### src/rtl/dmem_port_arbiter.sv
// ============================================================================
// Module      : dmem_port_arbiter
// Description : Shares the single-port data memory between the pipeline MEM
//               stage and a host loader; bounded host bursts, starvation
//               preemption, and pipeline stall while the host owns the port.
// Revision    : 1.0 - initial release
// ============================================================================
`default_nettype none

module dmem_port_arbiter #(
    parameter int ADDR_W         = 64,
    parameter int DATA_W         = 64,
    parameter int HOST_BURST_MAX = 16,
    parameter int STARVE_LIMIT   = 4
) (
    input  logic              clk,
    input  logic              reset,
    input  logic              cpu_re,
    input  logic              cpu_we,
    input  logic [ADDR_W-1:0] cpu_addr,
    input  logic [DATA_W-1:0] cpu_wdata,
    output logic [DATA_W-1:0] cpu_rdata,
    output logic              cpu_stall,
    input  logic              host_valid,
    input  logic              host_we,
    input  logic              host_last,
    input  logic [ADDR_W-1:0] host_addr,
    input  logic [DATA_W-1:0] host_wdata,
    output logic              host_ready,
    output logic              host_rvalid,
    output logic [DATA_W-1:0] host_rdata,
    output logic [ADDR_W-1:0] mem_addr,
    output logic [DATA_W-1:0] mem_wdata,
    output logic              mem_we,
    output logic              mem_re,
    input  logic [DATA_W-1:0] mem_rdata
);

    localparam int STARVE_W = (STARVE_LIMIT > 0) ? $clog2(STARVE_LIMIT + 1) : 1;
    localparam int BEAT_W   = (HOST_BURST_MAX > 1) ? $clog2(HOST_BURST_MAX) : 1;

    localparam logic [STARVE_W-1:0] c_starve_max = STARVE_W'(STARVE_LIMIT);
    localparam logic [BEAT_W-1:0]   c_beat_last  = BEAT_W'(HOST_BURST_MAX - 1);

    typedef enum logic [0:0] {
        CPU_OWN  = 1'b0,
        HOST_OWN = 1'b1
    } state_t;

    state_t              r_state;
    state_t              w_state_nxt;
    logic [STARVE_W-1:0] r_starve_cnt;
    logic [STARVE_W-1:0] w_starve_nxt;
    logic [BEAT_W-1:0]   r_beat_cnt;
    logic [BEAT_W-1:0]   w_beat_nxt;
    logic                r_rvalid;
    logic [DATA_W-1:0]   r_rdata;

    logic w_cpu_req;
    logic w_host_beat;
    logic w_host_rd;

    assign w_cpu_req   = cpu_re | cpu_we;
    assign w_host_beat = (r_state == HOST_OWN) & host_valid;
    assign w_host_rd   = w_host_beat & ~host_we;

    always_ff @(posedge clk or negedge reset) begin
        if (!reset) begin
            r_state      <= CPU_OWN;
            r_starve_cnt <= '0;
            r_beat_cnt   <= '0;
        end else begin
            r_state      <= w_state_nxt;
            r_starve_cnt <= w_starve_nxt;
            r_beat_cnt   <= w_beat_nxt;
        end
    end

    always_comb begin
        w_state_nxt  = r_state;
        w_starve_nxt = r_starve_cnt;
        w_beat_nxt   = r_beat_cnt;
        unique case (r_state)
            CPU_OWN: begin
                if (host_valid) begin
                    if (w_cpu_req && (r_starve_cnt != c_starve_max)) begin
                        w_starve_nxt = r_starve_cnt + 1'b1;
                    end
                    // The CPU access in this cycle still completes; the host
                    // takes the port from the next cycle on.
                    if (!w_cpu_req || (r_starve_cnt == c_starve_max)) begin
                        w_state_nxt  = HOST_OWN;
                        w_starve_nxt = '0;
                    end
                end else begin
                    w_starve_nxt = '0;
                end
            end
            HOST_OWN: begin
                w_starve_nxt = '0;
                if (!host_valid) begin
                    w_state_nxt = CPU_OWN;
                    w_beat_nxt  = '0;
                end else if (host_last || (r_beat_cnt == c_beat_last)) begin
                    w_state_nxt = CPU_OWN;
                    w_beat_nxt  = '0;
                end else begin
                    w_beat_nxt  = r_beat_cnt + 1'b1;
                end
            end
            default: begin
                w_state_nxt = CPU_OWN;
            end
        endcase
    end

    // Strobes are gated by reset so nothing reaches memory while it is held.
    always_comb begin
        mem_addr   = cpu_addr;
        mem_wdata  = cpu_wdata;
        mem_we     = 1'b0;
        mem_re     = 1'b0;
        host_ready = 1'b0;
        cpu_stall  = 1'b0;
        if (r_state == HOST_OWN) begin
            mem_addr   = host_addr;
            mem_wdata  = host_wdata;
            mem_we     = reset & host_valid & host_we;
            mem_re     = reset & host_valid & ~host_we;
            host_ready = 1'b1;
            cpu_stall  = w_cpu_req;
        end else begin
            mem_we     = reset & cpu_we;
            mem_re     = reset & cpu_re;
        end
    end

    always_ff @(posedge clk or negedge reset) begin
        if (!reset) begin
            r_rvalid <= 1'b0;
            r_rdata  <= '0;
        end else begin
            r_rvalid <= w_host_rd;
            if (w_host_rd) begin
                r_rdata <= mem_rdata;
            end
        end
    end

    assign host_rvalid = r_rvalid;
    assign host_rdata  = r_rdata;
    assign cpu_rdata   = mem_rdata;

endmodule

`default_nettype wire
### config.mk
export PLATFORM = sky130hd
export DESIGN_NAME = dmem_port_arbiter
export DESIGN_NICKNAME = d
export VERILOG_FILES = /design/src/rtl/dmem_port_arbiter.sv
export SDC_FILE = /design/constraint.sdc
export NUM_CORES = 1
export LEC_CHECK = 0
export ABC_AREA = 1
export CAP_MARGIN = 20
export CORE_AREA = 2 2 227 229
export DETAILED_ROUTE_END_ITERATION = 8
export DIE_AREA = 0 0 229 231
export PLACE_DENSITY = 0.34
export SLEW_MARGIN = 10
export SYNTH_ARGS = -nofsm -noshare
export SYNTH_HDL_FRONTEND = slang
export SYNTH_SLANG_ARGS = --single-unit
export TNS_END_PERCENT = 100
### constraint.sdc
create_clock -name clk -period 1.6 [get_ports clk]
set_input_delay 0.32 -clock clk [delete_from_list [all_inputs] [get_ports clk]]
set_output_delay 0.32 -clock clk [all_outputs]
set_load 0.02 [all_outputs]
==> results.ini <==
[clock_network]
worstSkewPairLatency_ps = 350
clkSinkCount = 73
cts_tree = built
cts_buffers = 9
clock_path_buffers = 2
cts_root_buf = clkbuf_16
htree_num_levels = 3
hold_buffers = 0
path_clk_slew_ps = 60

[logic_synthesis]
synth_top_family_by_area = simple AND/OR/NAND/NOR gates
synth-adder-area-share_pct = 0.7572
muxShareOfSynthArea_pct = 0
synth_compound_area_share_pct = 0.6058
synthSimpleGateAreaFrac_pct = 46.09
yosys_warnings = 0
syn_inst = 808
ys_top_cells_by_area = nand2_1, dfrtp_1, buf_4, buf_2, buf_6
syn_area_mm2 = 0.004957
synth_seq_cells = 73
yosysTopAreaCellShare_pct = 45.05
synth_nets = 1138
synth.yosys.seq_area_share_pct = 36.85
ys_types = 16
avgSynthCellArea_um2 = 6.135
synth_largest_area_cell = nand2_1
synth_xor_area_share_pct = 0.3534

[route]
first_pass_iters = 4
routed_wl_um = 36560
route.detailed.drc = 0
wl_per_cell_um = 17.40
ant_nets = 0
routed_via_density = 3.373
vias = 7086
dr.first_iter.drc_count = 314

[layout]
fillers = 5578
finalInstanceArea_mm2 = 0.01370
fin_util_pct = 27.03
drive_gt1_share_pct = 30.09
final_cell_mix = nand2_1, clkdlybuf4s50_1, dlymetal6s2s_1, nand2_2, buf_6
layout_commonest_cell = nand2_1
nNetsFinal = 1744
area_growth_pct = 176.4

[timing]
max_freq_ghz = 0.5098
max_slew_margin_pct = 69.86
fin_crit_sh_pct = 122.6
tightest_slew_ps = 450.5
hold-worst-slack_ps = 49.69
clock_skew_ps = 8.705
setup_violations = 132
fin_crit_ps = 1962
report.final.slew_viol_count = 0
setup_ws_ps = -361.5
finalHoldViolCount = 0
rsz0062_at_grt = true

[pwr]
p_switching_mw = 3.965
clockPowerShare_pct = 21.3
pwr-share-seq_pct = 24.1
ir_drop_v = 0.0004768
power.internal_mw = 6.560
power_frac_comb_pct = 54.5
leakagePower_nw = 7.781
power_density_mw_per_mm2 = 768.3
switching_share_pct = 37.67

[outcome]
violations = setup timing
status = complete, but fails checks

[global_route]
grt_pass1_vias = 6843
antenna_found_initial = 3
grt_pass1_wl_um = 48690
grt_max_degree = 74
overflow = 0
grt_usage_pct = 12.58

[setup_path]
crit_chain = buf_12 > buf_16 > buf_8 > nand2_1 > nand2_2 > buf_12
crit_type = flop to output port
crit_path_frequent_cell = buf_12
crit_fanout = 11
critPathMaxStageDelay_ps = 540
critPathLaunchType = flop
cp.required_ps = 1280
crit_path_end_kind = output port
critPathSlowestCell = dfrtp_4
arrival_ps = 1640

[place]
dpl_worst_slack_ps = -418.2
dpl.hpwl_um = 29160
gp_congestion = 0.9675
portBuffers = 587
placed_area_mm2 = 0.01185

[floorplanning]
ios = 588
dieWidth_um = 229
start_util_pct = 9.782
rows = 83
core_area_mm2 = 0.05068
die_y_um = 231
die-area_mm2 = 0.05290

[job]
drv_cap = 0

[min_path]
min_path_type = primary input to asynchronous set/reset pin

-- power by group through the flow --
stage	combinational, mW	clock (mW)	sequential, mW
detailed placement	5.37	0	2.58
floorplan	1.54	0	3.13
finish	5.74	2.24	2.54
global route	6.13	2.45	2.61
CTS	5.42	2.37	2.57
global placement	5.41	0	2.57
-- routing by layer --
metal	up-vias	GRT usage (%)	routed length, µm
li1	3563	-	-
met1	3194	15.85	15130
met2	300	21.00	18330
met3	29	3.631	2474
met4	0	3.206	627
met5	-	0	0
-- what timing repair did --
| item | in CTS | in global routing |
|---|---|---|
| resized for setup | 361 | 569 |
| pin swaps | 12 | 34 |
| setup buffers | 4 | 15 |
| endpoints found under the hold margin | 0 | 0 |
| endpoints found under the setup margin | 261 | 324 |
| cloned | 2 | 6 |
-- critical path: cells and delay by family, from the launching register on --
family,cells,cell delay (ps)
buffers and inverters,4,620
flip-flops,1,540
AND/OR/NAND/NOR,2,140
-- kinds of logic (layout without fill, tap and decap cells) --
family | count (synthesis) | count (layout)
AOI/OAI and AO/OA | 6 | 6
DFF | 73 | 73
buffers and inverters | 117 | 728
adders and majority gates | 3 | 3
xor gates and xnor gates | 2 | 2
and+or+nand+nor | 607 | 607
other | 0 | 2
-- stage by stage --
step	cells	total power, mW	TNS, ps
after floorplan	808	4.665	0
after global placement	2057	7.982	-54000
after detailed placement	2057	7.953	-53720
after CTS	2079	10.35	-60090
after global routing	2101	11.19	-43710
final	2101	10.52	-32960
-- flip-flops by register name, indices dropped and copies added (netlist names) --
register,count
host_rdata,64
r_beat_cnt,4
r_state,1
host_rvalid,1
r_starve_cnt,3
-- worst paths after layout --
check,start,end,slack (ps),cells past startpoint
min,reset,host_rdata[27],50,2
min in group clk,r_starve_cnt[0],r_starve_cnt[0],460,1
max in group asynchronous,reset,r_state,1190,2
max reg2reg,r_state,host_rdata[51],70,8
min reg2reg,r_starve_cnt[0],r_starve_cnt[0],460,1
max,r_state,mem_wdata[47],-360,6
-- synth_stat cells, drive strengths merged --
cell    instances
nand2         595
buf            99
dfrtp          73
inv            10
clkbuf          8
nor2            8
a21oi           3
ha              3
nand3           3
o21ai           3
xnor2           2
nand4           1
-- layout make-up --
class / count / area [µm²] / share of cell area (%)
well taps: 680 / 850.8 / 6.211
flip-flops and latches: 73 / 1831 / 13.36
inverters: 10 / 50.05 / 0.3653
multi-input cells: 618 / 3012 / 21.98
clock inverters: 6 / 90.09 / 0.6576
clock buffers: 10 / 229.0 / 1.671
repair buffers: 702 / 7632 / 55.71
diodes: 2 / 5.005 / 0.03653
(Power assumes the default switching activity.)
